**config.mk**
```make
export PLATFORM = sky130hd
export DESIGN_NAME = layer_argmax_10_16
export DESIGN_NICKNAME = d
export VERILOG_FILES = /design/src/rtl/nn_pkg.sv /design/src/rtl/argmax_cmp.sv /design/src/rtl/layer_argmax_10_16.sv
export SDC_FILE = /design/constraint.sdc
export NUM_CORES = 1
export LEC_CHECK = 0
export CORE_MARGIN = 2
export CORE_UTILIZATION = 32
export CTS_CLUSTER_SIZE = 40
export DETAILED_ROUTE_END_ITERATION = 16
export DONT_BUFFER_PORTS = 1
export HOLD_SLACK_MARGIN = 0.15
export SLEW_MARGIN = 20
export SYNTH_ARGS = -nofsm -noshare
export SYNTH_HDL_FRONTEND = slang
export SYNTH_SLANG_ARGS = --single-unit
```
**constraint.sdc**
```tcl
create_clock -name clk -period 3.5 [get_ports clk]
set_input_delay 0.525 -clock clk [delete_from_list [all_inputs] [get_ports clk]]
set_output_delay 0.525 -clock clk [all_outputs]
set_load 0.1 [all_outputs]
```
**src/rtl/nn_pkg.sv**
```systemverilog
// nn_pkg: shared constants and state type for the 10-output, 16-bit layer.
package nn_pkg;
  localparam int M = 10;
  localparam int DATA_W = 16;
  localparam int IDX_W = $clog2(M);
  typedef enum logic {ACCUM, OUTPUT} argmax_state_t;
endpackage

```
**src/rtl/argmax_cmp.sv**
```systemverilog
// argmax_cmp: combinational running-max update; the first sample loads, later samples replace only when strictly greater.
module argmax_cmp
  import nn_pkg::*;
(
  input  logic signed [DATA_W-1:0] cur_max,
  input  logic        [IDX_W-1:0]  cur_idx,
  input  logic signed [DATA_W-1:0] sample,
  input  logic        [IDX_W-1:0]  cnt,
  input  logic                     first,
  output logic signed [DATA_W-1:0] nxt_max,
  output logic        [IDX_W-1:0]  nxt_idx
);
  logic w_take;
  always_comb begin
    w_take  = first || (sample > cur_max);
    nxt_max = w_take ? sample : cur_max;
    nxt_idx = w_take ? cnt : cur_idx;
  end
endmodule

```
**src/rtl/layer_argmax_10_16.sv**
```systemverilog
// layer_argmax_10_16: streams M signed samples per frame and emits the index and value of the frame maximum.
module layer_argmax_10_16
  import nn_pkg::*;
(
  input  logic                     clk,
  input  logic                     reset,
  input  logic                     s_valid,
  output logic                     s_ready,
  input  logic signed [DATA_W-1:0] data_in,
  output logic                     m_valid,
  input  logic                     m_ready,
  output logic        [IDX_W-1:0]  class_out,
  output logic signed [DATA_W-1:0] max_out
);
  argmax_state_t r_state;
  logic        [IDX_W-1:0]  r_cnt, r_run_idx, r_class, w_nxt_idx;
  logic signed [DATA_W-1:0] r_run_max, r_max, w_nxt_max;
  logic                     r_s_ready, r_m_valid, w_take, w_first, w_last;
  assign w_take    = s_valid && r_s_ready;
  assign w_first   = r_cnt == '0;
  assign w_last    = r_cnt == IDX_W'(M - 1);
  assign s_ready   = r_s_ready;
  assign m_valid   = r_m_valid;
  assign class_out = r_class;
  assign max_out   = r_max;
  argmax_cmp u_cmp (
    .cur_max (r_run_max),
    .cur_idx (r_run_idx),
    .sample  (data_in),
    .cnt     (r_cnt),
    .first   (w_first),
    .nxt_max (w_nxt_max),
    .nxt_idx (w_nxt_idx)
  );
  // s_ready is registered so it stays low while reset is held and rises one clock after release
  always_ff @(posedge clk or posedge reset) begin
    if (reset) begin
      r_state   <= ACCUM;
      r_cnt     <= '0;
      r_run_max <= '0;
      r_run_idx <= '0;
      r_s_ready <= 1'b0;
      r_m_valid <= 1'b0;
      r_class   <= '0;
      r_max     <= '0;
    end else if (r_state == ACCUM) begin
      r_s_ready <= 1'b1;
      if (w_take) begin
        r_run_max <= w_nxt_max;
        r_run_idx <= w_nxt_idx;
        r_cnt     <= w_last ? '0 : r_cnt + 1'b1;
        if (w_last) begin
          r_class   <= w_nxt_idx;
          r_max     <= w_nxt_max;
          r_state   <= OUTPUT;
          r_s_ready <= 1'b0;
          r_m_valid <= 1'b1;
        end
      end
    end else if (m_ready) begin
      r_state   <= ACCUM;
      r_s_ready <= 1'b1;
      r_m_valid <= 1'b0;
    end
  end
endmodule

```
==> flow_summary.toml <==
[run_status]
outcome = "completed"

[synth]
synthDistinctLibCells = 39
synth_cells = 242
yosysSeqAreaShare_pct = 44.01
synth_ff_type = "dfrtp_1"
syn_nets = 278
avgSynthCellArea_um2 = 11.04
synth_edf_count = 0
ys_async_sr_fraction_pct = 100.0
synth_area_um2 = 2673
synth_warnings = 0
synth.ff_latch_count = 47

[cts]
numCtsBuffers = 5
post_cts_buffers = 0
path_clk_slew_ps = 80
cts_resized = 0
cts_buffer_depth = 2
cts_hold_buffers = 0
clock_latency_ps = 290
clockRootBuffer = "clkbuf_8"
cts_htree_levels = 2
tritoncts = "done"
cts_sinks = 47

[drt]
top_layer = "met4"
drc = 0
met3_length_um = 526
viasPerCell = 5.146
vias = 1765
wl_per_cell_um = 16.41
ant_nets = 0
wl_met2_mm = 2.518
drtIter0Drc = 62
m1WireLength_mm = 2.538
routed_wl_mm = 5.627
dr.pass1.iters = 4

[placed_design]
hpwlAfterDp_mm = 3.949
routabilityCongestion = 0.8085
place_area_um2 = 2733
post-place-cells = 335
io_buffers = 0

[cells_and_area]
fin_area_um2 = 2815
antenna_cells = 0
syn2layout_area_growth_pct = 5.337
utilization_pct = 34.44
mostFrequentLayoutCells = "nand2_1, dfrtp_1, mux2_4, inv_1, o2111ai_1"
nNetsFinal = 273
drive_gt1_share_pct = 18.49
finalNonFillerCells = 343

[floorplan]
fp.dieW_um = 95.39
initial_core_util_pct = 32.69
ios = 42
die_h_um = 95.39
core_region_area_um2 = 8175
rows = 33
dieArea_um2 = 9098

[sta]
hold_viol = 0
tns_ps = 0
clock.fmax_mhz = 332.9
setup_viol = 0
fin_skew_ps = 2.368
rsz0062_at_grt = "false"
fin_crit_ps = 3004
fin_crit_sh_pct = 85.83
drv_slew = 0
worst_pin_slew_ps = 983.4
slew_headroom_pct = 34.44

[job]
max-cap-violations = 0

[setup_path]
worstSetupEndpointType = "flop"
worstSetupStartpointType = "flop"
path_class = "flop to flop"
arrival_ps = 3140
path_max_fanout = 20
critPathRequiredTime_ps = 3640

[grt]
grt_remaining_overflow = 0
antenna_found_initial = 0
grt_pass1_wl_mm = 9.660
grt_use_total_pct = 13.81
grt_max_degree = 48
grt_pass1_vias = 1848

[hold_path]
hp-class = "input port to async pin"
-- final cells by class --
type,count,area [um2]
clock buffer,7,76.32
clock inverter,1,5.005
fill,835,5360
inverter,19,72.57
multi-input combinational,159,1304
sequential,47,1176
tap,105,131.4
timing repair buffer,5,50.05
-- stage by stage --
step,hold WS (ps),setup slack (ps)
2_1_floorplan,472.5,919.7
4_1_cts,360.4,518.2
6_report,239.5,496.1
3_5_place_dp,497.9,470.5
3_3_place_gp,489.3,517.8
5_1_grt,315.0,251.8
-- flip-flops by register name, indices dropped and copies added (netlist names) --
name / cells
max_out: 16
m_valid: 1
s_ready: 1
r_run_max: 16
r_state: 1
class_out: 4
r_run_idx: 4
r_cnt: 4
-- synthesized netlist by cell type (all sizes together), types with 2 or more instances --
cell     count  area, um2
nand3        3      15.01
o2111ai     18      157.7
nor4         2      12.51
clkbuf       7      26.28
o211ai      17      181.4
a21o         3      22.52
o21ai        5      25.02
nand2       47      176.4
mux2        20      300.3
a21oi        2      10.01
buf         10      101.4
dfrtp       47       1176
or4          2      15.01
nand2b       3      18.77
inv         19      71.32
ha          16      200.2
o22a         2      17.52
nor2         4      15.01
-- logic make-up (layout without fill, tap and decap cells) --
logic type / Yosys count / count (layout) / synth area share, %
buf+inv: 36 / 32 / 7.444
xor+xnor: 2 / 2 / 0.6556
fa+ha+maj: 16 / 16 / 7.491
flops: 47 / 47 / 44.01
compound gates: 52 / 52 / 17.32
simple gates: 68 / 68 / 11.47
mux: 21 / 21 / 11.61
-- final timing paths --
| path | slack (ps) | cells past startpoint | end | from |
|---|---|---|---|---|
| worst min register to register | 520 | 1 | r_run_idx[2] | r_run_idx[2] |
| max in group asynchronous | 2780 | 1 | r_run_max[2] | reset |
| worst min-delay path | 240 | 1 | r_state | reset |
| worst max register to register | 500 | 5 | max_out[2] | r_cnt[2] |
| worst max-delay path | 500 | 5 | max_out[2] | r_cnt[2] |
| min in group clk | 370 | 1 | r_run_max[12] | data_in[12] |
-- critical path: stages, from the launching register on --
cell and delay, ps:
dfrtp_1 490, or4_1 590, o2111ai_1 110, a211o_1 560, o21a_1 890, o211ai_1 200
-- layer usage --
layer	up-vias	global-route usage, %
met5	-	0
met4	0	3.452
met3	5	5.771
met2	48	20.54
met1	851	18.64
li1	861	-
Power is not shown: default switching activity piles up to over one toggle a cycle in this logic, so the estimate is an artifact.
